### src/rtl/lcd_pkg.sv
// Shared types, LCD command bytes and character helpers for the LCD controller.
// Consumed by module_lcd_ctrl (optional LCD_HEX_EN build uses hexChar).
package lcd_pkg;

    typedef enum logic [2:0] {
        PWR_WAIT,
        INIT,
        IDLE,
        CONVERT,
        LINE1,
        LINE2
    } lcd_state_t;

    typedef enum logic [1:0] {
        PH_SETUP,
        PH_EN,
        PH_WAIT
    } wr_phase_t;

    localparam logic [7:0] CMD_FUNC_SET = 8'h38;
    localparam logic [7:0] CMD_DISP_ON  = 8'h0C;
    localparam logic [7:0] CMD_ENTRY    = 8'h06;
    localparam logic [7:0] CMD_CLEAR    = 8'h01;
    localparam logic [7:0] CMD_LINE1    = 8'h80;
    localparam logic [7:0] CMD_LINE2    = 8'hC0;

    localparam logic [7:0] ASCII_SPACE  = 8'h20;
    localparam logic [7:0] ASCII_MINUS  = 8'h2D;
    localparam logic [7:0] ASCII_ZERO   = 8'h30;

    // Mnemonics are stored right-aligned with their length, then read left-justified.
    function automatic logic [7:0] mnemonicChar(input logic [2:0] op, input logic [3:0] pos);
        logic [55:0] text;
        logic [3:0]  len;
        logic [7:0]  ch;
        case (op)
            3'd0:    begin text = 56'("LOAD");    len = 4'd4; end
            3'd1:    begin text = 56'("ADD");     len = 4'd3; end
            3'd2:    begin text = 56'("ADDI");    len = 4'd4; end
            3'd3:    begin text = 56'("SUB");     len = 4'd3; end
            3'd4:    begin text = 56'("SUBI");    len = 4'd4; end
            3'd5:    begin text = 56'("MUL");     len = 4'd3; end
            3'd6:    begin text = 56'("CLEAR");   len = 4'd5; end
            default: begin text = 56'("DISPLAY"); len = 4'd7; end
        endcase
        ch = ASCII_SPACE;
        if (pos < len) begin
            ch = text[8 * (int'(len) - 1 - int'(pos)) +: 8];
        end
        return ch;
    endfunction

    function automatic logic [7:0] hexChar(input logic [3:0] nib);
        logic [7:0] ch;
        if (nib < 4'd10) begin
            ch = ASCII_ZERO + {4'd0, nib};
        end else begin
            ch = 8'h41 + {4'd0, nib - 4'd10};
        end
        return ch;
    endfunction

endpackage

### src/rtl/module_lcd_ctrl_if.sv
// CPU-side capture inputs and HD44780 write bus for module_lcd_ctrl.
interface module_lcd_ctrl_if;

    logic        show;
    logic [2:0]  opcode;
    logic [15:0] result;
    logic [7:0]  lcd_data;
    logic        lcd_rs;
    logic        lcd_rw;
    logic        lcd_en;
    logic        busy;

    modport master (
        output show, opcode, result,
        input  lcd_data, lcd_rs, lcd_rw, lcd_en, busy
    );

    modport slave (
        input  show, opcode, result,
        output lcd_data, lcd_rs, lcd_rw, lcd_en, busy
    );

endinterface

### src/rtl/module_lcd_ctrl_bin2bcd.sv
// Sequential double-dabble: 17-bit magnitude to 5 BCD digits, one shift per cycle.
module module_bin2bcd (
    input  logic        clk,
    input  logic        rst_n,
    input  logic        start_i,
    input  logic [16:0] bin_i,
    output logic [19:0] bcd_o,
    output logic        done_o
);

    logic [16:0] bin_q, bin_d;
    logic [19:0] bcd_q, bcd_d;
    logic [4:0]  cnt_q, cnt_d;
    logic        done_q, done_d;
    logic [19:0] adj;

    always_ff @(posedge clk or negedge rst_n) begin
        if (!rst_n) begin
            bin_q  <= '0;
            bcd_q  <= '0;
            cnt_q  <= '0;
            done_q <= 1'b0;
        end else begin
            bin_q  <= bin_d;
            bcd_q  <= bcd_d;
            cnt_q  <= cnt_d;
            done_q <= done_d;
        end
    end

    // Each digit >= 5 gets +3 before the shift so it carries correctly into the next digit.
    always_comb begin
        bin_d  = bin_q;
        bcd_d  = bcd_q;
        cnt_d  = cnt_q;
        done_d = 1'b0;
        adj    = bcd_q;
        for (int i = 0; i < 5; i++) begin
            if (bcd_q[4*i +: 4] >= 4'd5) begin
                adj[4*i +: 4] = bcd_q[4*i +: 4] + 4'd3;
            end
        end
        if (start_i) begin
            bin_d = bin_i;
            bcd_d = '0;
            cnt_d = 5'd17;
        end else if (cnt_q != 5'd0) begin
            bcd_d  = {adj[18:0], bin_q[16]};
            bin_d  = {bin_q[15:0], 1'b0};
            cnt_d  = cnt_q - 5'd1;
            done_d = (cnt_q == 5'd1);
        end
    end

    assign bcd_o  = bcd_q;
    assign done_o = done_q;

endmodule

### src/rtl/module_lcd_ctrl.sv
// HD44780 16x2 controller: power-on init, then mnemonic on line 1 and result on line 2.
// Define LCD_HEX_EN to show line 2 as "0xHHHH" instead of signed decimal.
module module_lcd_ctrl
    import lcd_pkg::*;
#(
    parameter int WAIT_INIT = 1000000,
    parameter int WAIT_CMD  = 2500,
    parameter int WAIT_CLR  = 100000,
    parameter int EN_HIGH   = 12
) (
    input logic              clk,
    input logic              rst_n,
    module_lcd_ctrl_if.slave bus
);

    localparam int MAXW1 = (WAIT_INIT > WAIT_CLR) ? WAIT_INIT : WAIT_CLR;
    localparam int MAXW2 = (WAIT_CMD > EN_HIGH) ? WAIT_CMD : EN_HIGH;
    localparam int MAXW  = (MAXW1 > MAXW2) ? MAXW1 : MAXW2;
    localparam int CW    = $clog2(MAXW + 1);

    lcd_state_t  state_q, state_d;
    wr_phase_t   phase_q, phase_d;
    logic [CW-1:0] cnt_q, cnt_d;
    logic [4:0]  idx_q, idx_d;
    logic [7:0]  data_q, data_d;
    logic        rs_q, rs_d, en_q, en_d;
    logic        pending_q, pending_d;
    logic [2:0]  pendOp_q, pendOp_d, capOp_q, capOp_d;
    logic [15:0] pendRes_q, pendRes_d, capRes_q, capRes_d;

    logic [7:0]    curByte;
    logic          curRs;
    logic [3:0]    pos;
    logic [7:0]    line2Char;
    logic [4:0]    lastIdx;
    logic [CW-1:0] waitLast;
    logic          convDone;

`ifdef LCD_HEX_EN
    assign convDone = 1'b1;

    always_comb begin
        case (pos)
            4'd0:    line2Char = ASCII_ZERO;
            4'd1:    line2Char = 8'h78;
            4'd2:    line2Char = hexChar(capRes_q[15:12]);
            4'd3:    line2Char = hexChar(capRes_q[11:8]);
            4'd4:    line2Char = hexChar(capRes_q[7:4]);
            4'd5:    line2Char = hexChar(capRes_q[3:0]);
            default: line2Char = ASCII_SPACE;
        endcase
    end
`else
    logic        convStart;
    logic [15:0] selRes;
    logic [16:0] selExt, mag;
    logic [19:0] bcd;

    // 17-bit negate so that 0x8000 yields a magnitude of 32768 rather than wrapping.
    assign selRes    = bus.show ? bus.result : pendRes_q;
    assign selExt    = {selRes[15], selRes};
    assign mag       = selRes[15] ? (~selExt + 17'd1) : selExt;
    assign convStart = (state_q == IDLE) && (bus.show || pending_q);

    module_bin2bcd u_bin2bcd (
        .clk     (clk),
        .rst_n   (rst_n),
        .start_i (convStart),
        .bin_i   (mag),
        .bcd_o   (bcd),
        .done_o  (convDone)
    );

    always_comb begin
        case (pos)
            4'd0:    line2Char = capRes_q[15] ? ASCII_MINUS : ASCII_SPACE;
            4'd1:    line2Char = ASCII_ZERO + {4'd0, bcd[19:16]};
            4'd2:    line2Char = ASCII_ZERO + {4'd0, bcd[15:12]};
            4'd3:    line2Char = ASCII_ZERO + {4'd0, bcd[11:8]};
            4'd4:    line2Char = ASCII_ZERO + {4'd0, bcd[7:4]};
            4'd5:    line2Char = ASCII_ZERO + {4'd0, bcd[3:0]};
            default: line2Char = ASCII_SPACE;
        endcase
    end
`endif

    assign pos      = idx_q[3:0] - 4'd1;
    assign lastIdx  = (state_q == INIT) ? 5'd3 : 5'd16;
    assign waitLast = (!rs_q && data_q == CMD_CLEAR) ? CW'(WAIT_CLR - 1) : CW'(WAIT_CMD - 1);

    always_comb begin
        curByte = ASCII_SPACE;
        curRs   = 1'b0;
        case (state_q)
            INIT: begin
                case (idx_q)
                    5'd0:    curByte = CMD_FUNC_SET;
                    5'd1:    curByte = CMD_DISP_ON;
                    5'd2:    curByte = CMD_ENTRY;
                    default: curByte = CMD_CLEAR;
                endcase
            end
            LINE1: begin
                curByte = (idx_q == 5'd0) ? CMD_LINE1 : mnemonicChar(capOp_q, pos);
                curRs   = (idx_q != 5'd0);
            end
            LINE2: begin
                curByte = (idx_q == 5'd0) ? CMD_LINE2 : line2Char;
                curRs   = (idx_q != 5'd0);
            end
            default: ;
        endcase
    end

    always_ff @(posedge clk or negedge rst_n) begin
        if (!rst_n) begin
            state_q   <= PWR_WAIT;
            phase_q   <= PH_SETUP;
            cnt_q     <= '0;
            idx_q     <= '0;
            data_q    <= '0;
            rs_q      <= 1'b0;
            en_q      <= 1'b0;
            pending_q <= 1'b0;
            pendOp_q  <= '0;
            pendRes_q <= '0;
            capOp_q   <= '0;
            capRes_q  <= '0;
        end else begin
            state_q   <= state_d;
            phase_q   <= phase_d;
            cnt_q     <= cnt_d;
            idx_q     <= idx_d;
            data_q    <= data_d;
            rs_q      <= rs_d;
            en_q      <= en_d;
            pending_q <= pending_d;
            pendOp_q  <= pendOp_d;
            pendRes_q <= pendRes_d;
            capOp_q   <= capOp_d;
            capRes_q  <= capRes_d;
        end
    end

    // Byte writes: SETUP latches rs/data, EN holds the strobe EN_HIGH cycles, WAIT lets the LCD settle.
    always_comb begin
        state_d   = state_q;
        phase_d   = phase_q;
        cnt_d     = cnt_q;
        idx_d     = idx_q;
        data_d    = data_q;
        rs_d      = rs_q;
        en_d      = en_q;
        pending_d = pending_q;
        pendOp_d  = pendOp_q;
        pendRes_d = pendRes_q;
        capOp_d   = capOp_q;
        capRes_d  = capRes_q;

        if (bus.show && state_q != IDLE) begin
            pending_d = 1'b1;
            pendOp_d  = bus.opcode;
            pendRes_d = bus.result;
        end

        case (state_q)
            PWR_WAIT: begin
                if (cnt_q == CW'(WAIT_INIT - 1)) begin
                    state_d = INIT;
                    cnt_d   = '0;
                    idx_d   = '0;
                    phase_d = PH_SETUP;
                end else begin
                    cnt_d = cnt_q + CW'(1);
                end
            end
            IDLE: begin
                if (bus.show || pending_q) begin
                    capOp_d   = bus.show ? bus.opcode : pendOp_q;
                    capRes_d  = bus.show ? bus.result : pendRes_q;
                    pending_d = 1'b0;
                    state_d   = CONVERT;
                end
            end
            CONVERT: begin
                if (convDone) begin
                    state_d = LINE1;
                    idx_d   = '0;
                    cnt_d   = '0;
                    phase_d = PH_SETUP;
                end
            end
            INIT, LINE1, LINE2: begin
                case (phase_q)
                    PH_SETUP: begin
                        data_d  = curByte;
                        rs_d    = curRs;
                        cnt_d   = '0;
                        phase_d = PH_EN;
                    end
                    PH_EN: begin
                        if (cnt_q == CW'(EN_HIGH)) begin
                            en_d    = 1'b0;
                            cnt_d   = '0;
                            phase_d = PH_WAIT;
                        end else begin
                            en_d  = 1'b1;
                            cnt_d = cnt_q + CW'(1);
                        end
                    end
                    default: begin
                        if (cnt_q == waitLast) begin
                            cnt_d   = '0;
                            phase_d = PH_SETUP;
                            if (idx_q == lastIdx) begin
                                idx_d   = '0;
                                state_d = (state_q == LINE1) ? LINE2 : IDLE;
                            end else begin
                                idx_d = idx_q + 5'd1;
                            end
                        end else begin
                            cnt_d = cnt_q + CW'(1);
                        end
                    end
                endcase
            end
            default: state_d = PWR_WAIT;
        endcase
    end

    assign bus.lcd_data = data_q;
    assign bus.lcd_rs   = rs_q;
    assign bus.lcd_rw   = 1'b0;
    assign bus.lcd_en   = en_q;
    assign bus.busy     = (state_q != IDLE);

endmodule

### src/flat_wrapper.sv
// flat-port wrapper written by rule: the top's interface ports become plain ports
module module_lcd_ctrl_flat import lcd_pkg::*;
#(
    parameter int WAIT_INIT = 1000000,
    parameter int WAIT_CMD  = 2500,
    parameter int WAIT_CLR  = 100000,
    parameter int EN_HIGH   = 12
)
  (clk, rst_n, bus_show, bus_opcode, bus_result, bus_lcd_data, bus_lcd_rs, bus_lcd_rw, bus_lcd_en, bus_busy);
  module_lcd_ctrl_if bus_i ();
  input logic clk;
  input logic rst_n;
  input wire logic [$bits(bus_i.show)-1:0] bus_show;
  input wire logic [$bits(bus_i.opcode)-1:0] bus_opcode;
  input wire logic [$bits(bus_i.result)-1:0] bus_result;
  output wire logic [$bits(bus_i.lcd_data)-1:0] bus_lcd_data;
  output wire logic [$bits(bus_i.lcd_rs)-1:0] bus_lcd_rs;
  output wire logic [$bits(bus_i.lcd_rw)-1:0] bus_lcd_rw;
  output wire logic [$bits(bus_i.lcd_en)-1:0] bus_lcd_en;
  output wire logic [$bits(bus_i.busy)-1:0] bus_busy;
  assign bus_i.show = bus_show;
  assign bus_i.opcode = bus_opcode;
  assign bus_i.result = bus_result;
  assign bus_lcd_data = bus_i.lcd_data;
  assign bus_lcd_rs = bus_i.lcd_rs;
  assign bus_lcd_rw = bus_i.lcd_rw;
  assign bus_lcd_en = bus_i.lcd_en;
  assign bus_busy = bus_i.busy;
  module_lcd_ctrl #(.WAIT_INIT(WAIT_INIT), .WAIT_CMD(WAIT_CMD), .WAIT_CLR(WAIT_CLR), .EN_HIGH(EN_HIGH)) u_core (.clk(clk), .rst_n(rst_n), .bus(bus_i));
endmodule
### config.mk
export PLATFORM = sky130hd
export DESIGN_NAME = module_lcd_ctrl_flat
export DESIGN_NICKNAME = d
export VERILOG_FILES = /design/src/rtl/lcd_pkg.sv /design/src/rtl/module_lcd_ctrl_if.sv /design/src/rtl/module_lcd_ctrl_bin2bcd.sv /design/src/rtl/module_lcd_ctrl.sv /design/src/flat_wrapper.sv
export SDC_FILE = /design/constraint.sdc
export NUM_CORES = 1
export LEC_CHECK = 0
export BUFFER_PORTS_ARGS = -buffer_cell sky130_fd_sc_hd__buf_4
export CORE_MARGIN = 2
export CORE_UTILIZATION = 64
export DETAILED_ROUTE_END_ITERATION = 8
export HOLD_SLACK_MARGIN = 0.05
export PLACE_DENSITY = 0.8
export SLEW_MARGIN = 15
export SYNTH_ARGS = -nofsm -noshare
export SYNTH_HDL_FRONTEND = slang
export SYNTH_SLANG_ARGS = --single-unit
### constraint.sdc
create_clock -name clk -period 6 [get_ports clk]
set_input_delay 0.3 -clock clk [delete_from_list [all_inputs] [get_ports clk]]
set_output_delay 0.3 -clock clk [all_outputs]
set_load 0.03 [all_outputs]
==> results.md <==
* Status: finished clean
* Crit-path max cell delay at 0.91 ns
* Flops & latches, synth at between 100 and 150
* DR WL/cell at 16.4 um
* Most common cell after layout, fill and taps aside: nand2_1
* Final Total Pwr at 2.28 mW
* RSZ-0062 raised after global routing: false
* Post-synthesis cell count at 838
* Initial DRC count at ~440
* WP data required at 6.26 ns
* Clock slew at reported path FFs at roughly 0.1 ns
* Post-CTS setup buffer count at 0
* FILL cells at 845
* Tcrit/Tclk final at 0.617
* F_max at 270 MHz
* Final WS setup at between 2 and 2.5 ns
* Layout cells sized above 1 at 0.112
* Sink Count at 107
* Inserted Clock Buffers at 9
* Cell Area, Synth at 7200 um^2
* Syn Area/Cell at 8.59 um^2
* Slew at the pin closest to its max-slew limit at 0.889 ns
* Pin count of the biggest net entering global routing at 66
* First-pass GRT wire length at 27.1 mm
* Vias in the first global route at 5822
* Vias per cell at 6.28
* GRT overflow at 0
* Slew headroom at 0.400
* Hold Crit Class: input pin to flip-flop
* Most frequent cells in the layout: nand2_1 (118), dfrtp_1 (107), nor2_1 (80), o21ai_0 (48), a21oi_1 (47)
* Pre-antenna DRT Iters at 6
* Pins Over Slew Limit at 0
* Worst setup SP type: flip-flop
* Library cells used by synthesis at between 70 and 80
* Register area share after synthesis at 0.372
* Worst VDD drop at between 0.0003 and 0.0004 V
* Die ar. at ~12000 um^2
* Leakage power at 3.32 nW
* Number of nets in the layout at 894
* Setup TNS at 0 ns
* Synth Net Count at 891
* Worst Path Arrival at 3.96 ns
* Slowest CP cell: fa_1
* All-Layer GR Usage at 0.282
* Chip Height at 110 um
* CP Cell Sequence: nand2_1 > nand2_1 > inv_1 > ha_1 > inv_1 > fa_1 > o21bai_1 > a32o_1 > a21oi_1 > nor4_1 > o31ai_1 > a41oi_1
* PostCTS Resize Cnt at 0
* Worst-path maximum fanout at 19
* Area growth, synth to finish at 6.76%
* Final setup fails at 0
* Hold-fix buffers, CTS at 1
* Post-synthesis async set-or-reset flop share at 1.00
* DP Worst Slack at 2.34 ns
* Final min period at ~3.7 ns
* Final ANT Viol Nets at 0
* Number of flops mapped to enable cells by yosys at 0
* Crit path kind: flip-flop to flip-flop
* Top FF cell, synth: dfrtp_1
* Number of I/O port buffers at 32
* Hold Vio Cnt, Final at 0
* ANT cells at 0
* Fin Clk Skew at 0.0120 ns
* CP endpoint kind: flip-flop
* Antenna violations before repair at 0
* # rows at 38
* Synthesis Warnings at 0
* IO Pins at 34
* Core ar. at 10900 um^2
* Final wirelength at about 16 mm
* CTS tree: yes
* # DRC at 0
* Max-cap violations at 0
* PwrDens at 296 nW/um^2
* Clock tree root buffer cell: clkbuf_8
* Die Wd at about 110 um
* GPL Wtd Cong at about 0.94
* Routed vias at 6196
* H-tree lvl count at 3
* Placed wire-length estimate at 11.5 mm
* Worst skew pair latency at 0.39 ns
* Max Root-Sink Buffers at 2
* Initial Util at 0.661
metal layers:
layer,vias up,global-route usage,part of all wire
li1,2993,-,-
met1,3027,0.368,0.45
met2,152,0.479,0.49
met3,24,0.0670,0.049
met4,0,0.0615,0.011
met5,-,0,0
worst max-delay path, delay by kind of cell (launching register included):
kind,cells,cell delay (ns)
flip-flops,1,0.70
AO/OA/AOI/OAI,5,1.02
buffers and inverters,2,0.12
adder cells (fa/ha/maj),2,1.18
AND/OR/NAND/NOR,3,0.55
final timing paths:
kind                                                from                               endpoint  slack [ns]  cells after the start
setup / recovery           u_core.capOp_q[1]$_DFFE_PN0P_     u_core.bus.lcd_data[3]$_DFFE_PN0P_        2.30                     12
hold / removal                            bus_result[13]       u_core.pendRes_q[13]$_DFFE_PN0P_        0.15                      2
setup reg to reg           u_core.capOp_q[1]$_DFFE_PN0P_     u_core.bus.lcd_data[3]$_DFFE_PN0P_        2.30                     12
hold reg to reg            u_core.bus.lcd_en$_DFFE_PN0P_          u_core.bus.lcd_en$_DFFE_PN0P_        0.50                      1
max in group asynchronous                          rst_n  u_core.u_bin2bcd.bin_q[6]$_DFFE_PN0P_        4.36                      3
min in group asynchronous                          rst_n          u_core.capOp_q[0]$_DFFE_PN0P_        0.43                      2
power breakdown:
part           switching, mW  internal [mW]  leakage (nW)
Sequential             0.161          0.863          1.38
Clock                  0.253          0.230         0.107
Combinational          0.432          0.337          1.83
Total                  0.845           1.43          3.32
logic make-up after synthesis:
logic type | Yosys count | share of synthesized area
DFF | 107 | 0.372
adders and majority gates | 32 | 0.0563
buffers and inverters | 78 | 0.0452
and+or+nand+nor | 337 | 0.229
xor gates and xnor gates | 43 | 0.0523
AOI/OAI and AO/OA | 194 | 0.176
other | 1 | 0.000521
muxes | 46 | 0.0683
sequential cells by signal, summed over array words and instances, names as in the netlist:
register	count
u_core.cnt_q	20
u_core.state_q	3
u_core.u_bin2bcd.cnt_q	5
u_core.pendRes_q	16
u_core.capRes_q	1
u_core.capOp_q	3
u_core.bus.lcd_data	8
u_core.u_bin2bcd.bcd_o	20
u_core.u_bin2bcd.bin_q	17
u_core.bus.lcd_en	1
u_core.bus.lcd_rs	1
u_core.pending_q	1
u_core.idx_q	5
u_core.u_bin2bcd.done_o	1
u_core.phase_q	2
u_core.pendOp_q	3
stage by stage:
stage	std cells	utilization	hold slack (ns)	cell area [um^2]
after CTS	986	0.706	0.135	7680
after global placement	969	0.684	0.323	7450
after detailed placement	969	0.684	0.332	7450
after global routing	986	0.706	0.126	7680
after floorplan	838	-	0.00441	7200
final	986	0.706	0.152	7680
Yosys cell counts, types with 5 or more instances:
cell type	instances	share of area
a21o_1	6	0.0063
ha_1	30	0.052
and3_1	20	0.017
xor2_1	21	0.026
mux2i_1	21	0.029
dfrtp_1	107	0.37
clkbuf_1	32	0.017
nor3_1	21	0.015
inv_1	31	0.016
o211ai_1	5	0.0052
nand3b_1	6	0.0063
a21oi_1	47	0.033
o21ai_0	48	0.033
nand2_1	118	0.062
nor3b_1	13	0.014
buf_2	10	0.0070
xnor2_1	22	0.027
o31ai_1	8	0.0083
a211oi_1	8	0.0083
nand4_1	8	0.0070
nor4_1	6	0.0052
a31oi_1	18	0.016
nand2b_1	13	0.011
nor2_1	80	0.042
or3_1	5	0.0043
o22ai_1	7	0.0061
nand3_1	21	0.015
mux2_2	25	0.039
nor2b_1	5	0.0043
cell type report:
class	count	area (um^2)	share of cell area
Clock inverter	4	56.3	0.00733
Timing Repair Buffer	39	295	0.0384
Clock buffer	12	165	0.0215
Tap cell	140	175	0.0228
Sequential cell	107	2680	0.348
Multi-Input combinational cell	653	4200	0.546
Inverter	31	116	0.0151
Power figures use the tool's default switching activity.
